==> config.mk <==
export PLATFORM = sky130hd
export DESIGN_NAME = matmul_result_unpacker
export DESIGN_NICKNAME = d
export VERILOG_FILES = /design/src/rtl/matmul_result_unpacker.sv
export SDC_FILE = /design/constraint.sdc
export NUM_CORES = 1
export LEC_CHECK = 0
export BUFFER_PORTS_ARGS = -buffer_cell sky130_fd_sc_hd__buf_2
export CAP_MARGIN = 40
export CORE_MARGIN = 5
export CORE_UTILIZATION = 55
export CTS_BUF_LIST = sky130_fd_sc_hd__clkbuf_16
export DETAILED_ROUTE_END_ITERATION = 10
export PLACE_DENSITY = 0.81
export REMOVE_ABC_BUFFERS = 1
export SLEW_MARGIN = 40
export SYNTH_ARGS = -nofsm -noshare
export SYNTH_HDL_FRONTEND = slang
export SYNTH_SLANG_ARGS = --single-unit
==> constraint.sdc <==
create_clock -name clk_i -period 17.9 [get_ports clk_i]
set_input_delay 2.685 -clock clk_i [delete_from_list [all_inputs] [get_ports clk_i]]
set_output_delay 2.685 -clock clk_i [all_outputs]
set_load 0.02 [all_outputs]
==> src/rtl/matmul_result_unpacker.sv <==
// Row FIFO that buffers 256-bit matmul result rows and replays them one element per handshake.
// Optional build macro UNPACK_MSB_FIRST_EN: emit each row from element NUM_ELEM-1 down to 0.
module matmul_result_unpacker #(
  parameter int ELEM_W   = 32,
  parameter int NUM_ELEM = 8,
  parameter int DEPTH    = 2
) (
  input  logic                         clk_i,
  input  logic                         rst_i,
  input  logic                         vld_i,
  input  logic [ELEM_W*NUM_ELEM-1:0]   matmul_i,
  input  logic                         clr_i,
  output logic [ELEM_W-1:0]            elem_o,
  output logic                         elem_vld_o,
  input  logic                         elem_rdy_i,
  output logic [$clog2(NUM_ELEM)-1:0]  elem_idx_o,
  output logic                         row_last_o,
  output logic                         full_o,
  output logic                         ovf_o
);

  localparam int ROW_W = ELEM_W * NUM_ELEM;
  localparam int PTR_W = $clog2(DEPTH);
  localparam int CNT_W = $clog2(DEPTH + 1);
  localparam int IDX_W = $clog2(NUM_ELEM);
  localparam logic [IDX_W-1:0] LAST_POS = IDX_W'(NUM_ELEM - 1);
  localparam logic [CNT_W-1:0] FULL_CNT = CNT_W'(DEPTH);

  logic [ROW_W-1:0]  mem [DEPTH];
  logic [PTR_W-1:0]  wr_ptr;
  logic [PTR_W-1:0]  rd_ptr;
  logic [CNT_W-1:0]  count;
  logic [IDX_W-1:0]  pos;
  logic              ovf_q;
  logic              xfer;
  logic              pop_row;
  logic              has_space;
  logic              push;
  logic [IDX_W-1:0]  idx;
  logic [ROW_W-1:0]  head;
  logic [ELEM_W-1:0] head_elems [NUM_ELEM];

  assign elem_vld_o = (count != '0);
  assign xfer       = elem_vld_o && elem_rdy_i;
  assign pop_row    = xfer && (pos == LAST_POS);
  // A full FIFO still takes a row when the head row retires on the same edge.
  assign has_space  = (count != FULL_CNT) || pop_row;
  assign push       = vld_i && has_space;

  // pos counts emission order; idx is the true element index it maps to.
`ifdef UNPACK_MSB_FIRST_EN
  assign idx = LAST_POS - pos;
`else
  assign idx = pos;
`endif

  assign head = mem[rd_ptr];

  always_comb begin
    for (int k = 0; k < NUM_ELEM; k++) begin
      head_elems[k] = head[k*ELEM_W +: ELEM_W];
    end
  end

  // Gating keeps outputs at zero when empty, since the row storage is never reset.
  assign elem_o     = elem_vld_o ? head_elems[idx] : '0;
  assign elem_idx_o = elem_vld_o ? idx : '0;
  assign row_last_o = elem_vld_o && (pos == LAST_POS);
  assign full_o     = (count == FULL_CNT);
  assign ovf_o      = ovf_q;

  // NOTE: the row storage has no reset; count and pointers alone define what is valid,
  // and leaving the wide array unreset lets it map onto plain flops or RAM.
  always_ff @(posedge clk_i) begin
    if (push) begin
      mem[wr_ptr] <= matmul_i;
    end
  end

  // NOTE: all state below uses non-blocking assignments so every register samples
  // the pre-edge values of its neighbours, matching the hardware.
  always_ff @(posedge clk_i or posedge rst_i) begin
    if (rst_i) begin
      wr_ptr <= '0;
      rd_ptr <= '0;
      count  <= '0;
      pos    <= '0;
      ovf_q  <= 1'b0;
    end else begin
      if (push) begin
        wr_ptr <= wr_ptr + 1'b1;
      end
      if (xfer) begin
        if (pos == LAST_POS) begin
          pos    <= '0;
          rd_ptr <= rd_ptr + 1'b1;
        end else begin
          pos <= pos + 1'b1;
        end
      end
      case ({push, pop_row})
        2'b10:   count <= count + 1'b1;
        2'b01:   count <= count - 1'b1;
        default: count <= count;
      endcase
      // A drop in the same cycle as clr_i leaves the flag set.
      if (vld_i && !has_space) begin
        ovf_q <= 1'b1;
      end else if (clr_i) begin
        ovf_q <= 1'b0;
      end
    end
  end

endmodule

==> flow_summary.json, run 1 <==
{
  "drv_cap": 0,
  "reg2reg_slack_ps": 14200,
  "synth_async_sr_flop_share_pct": 1.538,
  "routed_wl_mm": 43.90,
  "leakagePower_nw": 9.022,
  "port_buffers": 299,
  "core_area_um2": 36520,
  "powerDensity_nw_per_um2": 175.1,
  "hold_violations": 0,
  "grt_first_pass_wirelength_mm": 65.94,
  "worst_pin_slew_ps": 821.6,
  "worstSetupEndpointType": "output port",
  "cts_resized": 0,
  "cp_max_fo": 60,
  "period_share_pct": 35.07,
  "hold_class": "reg2reg",
  "cts-root-buf": "clkbuf_16",
  "post-route-drc-count": 0,
  "clk_pin_slew_ps": 60,
  "synth.avg_cell_area_um2": 18.41,
  "antenna_found_initial": 22,
  "syn_inst": 1101,
  "drtIter0Drc": 809,
  "dieArea_um2": 40790,
  "syn_to_final_growth_pct": 18.41,
  "required_ps": 15210,
  "maxSlewHeadroom_pct": 45.23,
  "grt_use_total_pct": 20.99,
  "fmax_ghz": 0.1593,
  "ir_drop_v": 0.0001249,
  "cts_tree": "built",
  "dr_total_vias": 11090,
  "cts_buffers": 52,
  "synth_top_area_share_pct": 75.86,
  "gp_congestion": 0.7685,
  "synth.area.top_cells": "edfxtp_1 (76%), mux2i_1 (13%), a22oi_1 (4.7%), buf_6 (1.0%), dfrtp_1 (0.99%)",
  "grt_max_degree": 101,
  "setup_violations": 0,
  "status": "complete, no violations",
  "viasPerCell": 5.741,
  "yosys-top-cells-count": "edfxtp_1 (512), mux2i_1 (256), a22oi_1 (128)",
  "skew_ps": 13.78,
  "num_rows": 70,
  "ys.flop_type": "edfxtp_1",
  "slew_viol_final": 0,
  "finalNetCount": 1675,
  "cts-hold-fix-buffers": 0,
  "fin_util_pct": 65.71,
  "synth_seq_area_share_pct": 76.84,
  "synth_top_cell_by_area": "edfxtp_1",
  "postRouteAntennaNets": 0,
  "ys.warnings.count": 0,
  "grt_remaining_overflow": 0,
  "path_class": "reg2out",
  "start_util_pct": 55.50,
  "die_x_um": 202.0,
  "cts.sinks": 520,
  "min_period_ps": 6277,
  "ios": 300,
  "htreeDepth": 2,
  "yosysMostFrequentCell": "edfxtp_1",
  "yosysUniqueCellTypes": 30,
  "ys_ff_latch": 520,
  "synth-edff-count": 512,
  "clk_latency_ps": 580,
  "first_global_vias": 11670,
  "hpwl_mm": 26.11,
  "clock_path_buffers": 3,
  "rsz0062_at_grt": "no",
  "synth.cell_area_um2": 20270,
  "setup_tns_ps": 0,
  "arrival_ps": 3590,
  "fp.dieH_um": 202.0,
  "dr.pass1.iters": 5,
  "startpoint_type": "flop",
  "post_cts_buffers": 0,
  "finalPower_w": 0.004203,
  "drive_gt1_share_pct": 27.92,
  "wl_per_cell_um": 22.72
}
[per-stage QoR]
| step | instances | hold WS (ps) | instance area, µm² | setup slack (ps) |
|---|---|---|---|---|
| after floorplan | 1039 | 460.4 | 19780 | 3498 |
| after detailed placement | 1825 | 527.4 | 22200 | 12200 |
| after global placement | 1818 | 509.2 | 22020 | 12020 |
| final | 1932 | 534.8 | 24000 | 11620 |
| after CTS | 1922 | 537.8 | 23970 | 11540 |
| after global routing | 1929 | 550.7 | 23990 | 11380 |
[cells in the final DEF (no fill, tap or decap), drive strengths merged]
| cell type | n |
|---|---|
| diode | 10 |
| nand2b | 1 |
| nor2 | 5 |
| buf | 318 |
| edfxtp | 512 |
| nand2 | 36 |
| clkbuf | 53 |
| bufinv | 9 |
| dfrtp | 8 |
| xor2 | 2 |
| ha | 3 |
| or2 | 1 |
| clkinvlp | 1 |
| mux2i | 256 |
| nor2b | 6 |
| and2 | 1 |
| clkinv | 22 |
| a21o | 1 |
| a22oi | 128 |
| and3 | 1 |
| nand3 | 33 |
| o21ai | 36 |
| mux2 | 1 |
| inv | 16 |
| nor3 | 1 |
| xnor2 | 3 |
[power by group]
part | leakage (nW) | internal (W) | total (W) | switching, W
Combinational | 3.26 | 0.000476 | 0.00134 | 0.000866
Clock | 0.905 | 0.000667 | 0.00111 | 0.000441
Sequential | 4.85 | 0.00167 | 0.00175 | 0.0000857
Total | 9.02 | 0.00281 | 0.00420 | 0.00139
[metal layers]
layer	vias to the layer above	track usage [%]	part of all wire, %
met5	-	0	0.32
met2	404	35.89	51
met3	89	6.385	8.1
met4	28	6.348	1.9
li1	5072	-	-
met1	5498	25.99	39
[logic make-up after synthesis]
kind of cell,synth area share (%)
adder cells (fa/ha/maj),0.1852
AND/OR/NAND/NOR,1.920
multiplexers,12.70
buffers and inverters,2.469
XOR/XNOR,0.2161
flip-flops,76.84
AO/OA/AOI/OAI,5.667
[registers in the layout, summed over array words and instances, names as in the netlist]
name and cells:
count 2, idx 3, mem 512, ovf_o 1
rd_ptr 1, wr_ptr 1
[area by class of cell]
cell class	instances	area, µm²
antenna	10	25.02
multi-input combinational	515	4228
tap	468	585.6
timing repair buffer	318	1799
inverter	4	17.52
fill	2473	12520
clock inverter	44	439.2
clock buffer	53	1326
sequential	520	15580
[critical path, stage by stage (launching register included)]
cell and delay (ps):
dfrtp_4 700, buf_12 310, buf_12 300, buf_16 350, buf_16 370, mux2i_1 150
a22oi_1 230, nand2_1 70, o21ai_1 200, buf_2 210
[worst paths after layout]
check                                   startpoint               endpoint  cells after the start
worst max register to register  idx[0]$_DFFE_PP0P_  mem[1][223]$_DFFE_PP_                      7
worst max-delay path            rd_ptr$_DFFE_PP0P_             elem_o[16]                      9
max in group asynchronous                    rst_i     rd_ptr$_DFFE_PP0P_                      2
worst min register to register   ovf_o$_DFFE_PP0P_      ovf_o$_DFFE_PP0P_                      2
worst min-delay path             ovf_o$_DFFE_PP0P_      ovf_o$_DFFE_PP0P_                      2
min in group asynchronous                    rst_i     idx[0]$_DFFE_PP0P_                      2
(Power assumes the default switching activity.)
==> run 2, diff against run 1 <==
--- a/config.mk
+++ b/config.mk
@@ -8,10 +8,10 @@
 export BUFFER_PORTS_ARGS = -buffer_cell sky130_fd_sc_hd__buf_2
 export CAP_MARGIN = 40
 export CORE_MARGIN = 5
-export CORE_UTILIZATION = 55
+export CORE_UTILIZATION = 51
 export CTS_BUF_LIST = sky130_fd_sc_hd__clkbuf_16
 export DETAILED_ROUTE_END_ITERATION = 10
-export PLACE_DENSITY = 0.81
+export PLACE_DENSITY = 0.79
 export REMOVE_ABC_BUFFERS = 1
 export SLEW_MARGIN = 40
 export SYNTH_ARGS = -nofsm -noshare
==> constraint.sdc (replaced) <==
create_clock -name clk_i -period 5.22 [get_ports clk_i]
set_input_delay 0.783 -clock clk_i [delete_from_list [all_inputs] [get_ports clk_i]]
set_output_delay 0.783 -clock clk_i [all_outputs]
set_load 0.02 [all_outputs]
==> flow_summary.json, run 2 (synthesis gave the netlist of run 1 again) <==
{
  "status": "complete, no violations",
  "post_cts_buffers": 0,
  "first_global_vias": 11520,
  "skew_ps": 16.81,
  "cts-root-buf": "clkbuf_16",
  "path_class": "reg2out",
  "syn_to_final_growth_pct": 18.22,
  "required_ps": 4440,
  "post-route-drc-count": 0,
  "viasPerCell": 5.523,
  "grt_first_pass_wirelength_mm": 65.04,
  "die_x_um": 209.4,
  "cts.sinks": 520,
  "finalNetCount": 1682,
  "mostFrequentLayoutCell": "edfxtp_1",
  "core_area_um2": 39550,
  "min_period_ps": 3661,
  "grt_max_degree": 104,
  "num_rows": 73,
  "fp.dieH_um": 209.4,
  "drtIter0Drc": 705,
  "slew_viol_final": 0,
  "antenna_found_initial": 13,
  "ir_drop_v": 0.0004975,
  "critical-path-max-stage-delay_ps": 760,
  "dr_total_vias": 10980,
  "ios": 300,
  "port_buffers": 299,
  "rsz0062_at_grt": "no",
  "cts-hold-fix-buffers": 0,
  "met1_usage_pct": 25.19,
  "use_met2_pct": 31.90,
  "hold_violations": 0,
  "wl_per_cell_um": 21.80,
  "n_fill_cell": 2917,
  "cp_top_family": "simple AND/OR/NAND/NOR gates",
  "cp_num_buf_inv": 2,
  "powerDensity_nw_per_um2": 589.7,
  "largest_reg_flops": 512,
  "hpwl_mm": 26.36,
  "leakagePower_nw": 9.013,
  "dieArea_um2": 43830,
  "hold_class": "in2async",
  "worst_pin_slew_ps": 817.8,
  "top_register": "mem",
  "dp_cells": 1889,
  "start_util_pct": 51.25,
  "cp_max_fo": 48,
  "clk_pin_slew_ps": 60,
  "grt_remaining_overflow": 0,
  "dr.pass1.iters": 5,
  "drive_gt1_share_pct": 27.66,
  "setup_violations": 0,
  "grt_use_total_pct": 19.24,
  "cp_slowest_cell": "and2_4",
  "finalPower_w": 0.01413,
  "routed_wl_mm": 43.35,
  "busiest_layer": "met2",
  "period_share_pct": 70.13,
  "cts_tree": "built",
  "postRouteAntennaNets": 0,
  "maxSlewHeadroom_pct": 45.48,
  "startpoint_type": "flop",
  "clk_latency_ps": 570,
  "fin_cells": 1988,
  "met3_usage_pct": 5.007,
  "cts_resized": 0,
  "worstSetupEndpointType": "output port",
  "htreeDepth": 2,
  "path_cells": "and2_4 -> buf_4 -> a22oi_1 -> nand2_1 -> o21ai_1 -> buf_2",
  "clock_path_buffers": 3,
  "gp_congestion": 0.7835,
  "cts_buffers": 52,
  "drv_cap": 0,
  "final_cell_mix": "edfxtp_1 (512), buf_2 (299), mux2i_1 (256)",
  "fmax_ghz": 0.2732,
  "arrival_ps": 2880
}
run 2: worst paths after layout:
path,startpoint,cells past startpoint,slack [ps],to
min,rst_i,2,150,wr_ptr$_DFFE_PP0P_
max,idx[0]$_DFFE_PP0P_,6,1560,elem_o[7]
min in group clk_i,matmul_i[167],1,390,mem[1][167]$_DFFE_PP_
max reg2reg,idx[0]$_DFFE_PP0P_,7,2130,mem[0][44]$_DFFE_PP_
min reg2reg,count[1]$_DFFE_PP0P_,1,530,count[1]$_DFFE_PP0P_
max in group asynchronous,rst_i,2,4780,rd_ptr$_DFFE_PP0P_
run 2: cell type report:
cell class / instances / area (µm²) / area share (%)
multi-input cells: 515 / 4230 / 17.66
diodes: 6 / 15.01 / 0.06266
flip-flops and latches: 520 / 15580 / 65.02
clock inverters: 40 / 311.5 / 1.300
inverters: 4 / 17.52 / 0.07311
clock buffers: 53 / 1326 / 5.535
repair buffers: 325 / 1824 / 7.614
well taps: 525 / 656.9 / 2.742
run 2: layer usage:
layer / routed length (µm) / vias to the layer above / share of wire, %
met1: 17330 / 5462 / 40
met2: 21680 / 373 / 50
met4: 876 / 14 / 2.0
li1: - / 5058 / -
met5: 93 / - / 0.21
met3: 3361 / 72 / 7.8
run 2: stage by stage:
step	hold WS [ps]	instance area, µm²	util, %	TNS, ps	worst slack, ps
final	154.0	23960	60.58	0	1559
after CTS	122.4	23950	60.55	0	1473
after global placement	511.6	22260	56.27	0	1892
after detailed placement	517.5	22310	56.40	0	2108
after floorplan	460.4	19780	-	-2577630	-7280
after global routing	155.0	23950	60.57	0	1415
run 2: power breakdown:
| group | internal [W] | switching [W] |
|---|---|---|
| Sequential | 0.00571 | 0.000261 |
| Combinational | 0.00164 | 0.00298 |
| Clock | 0.00208 | 0.00146 |
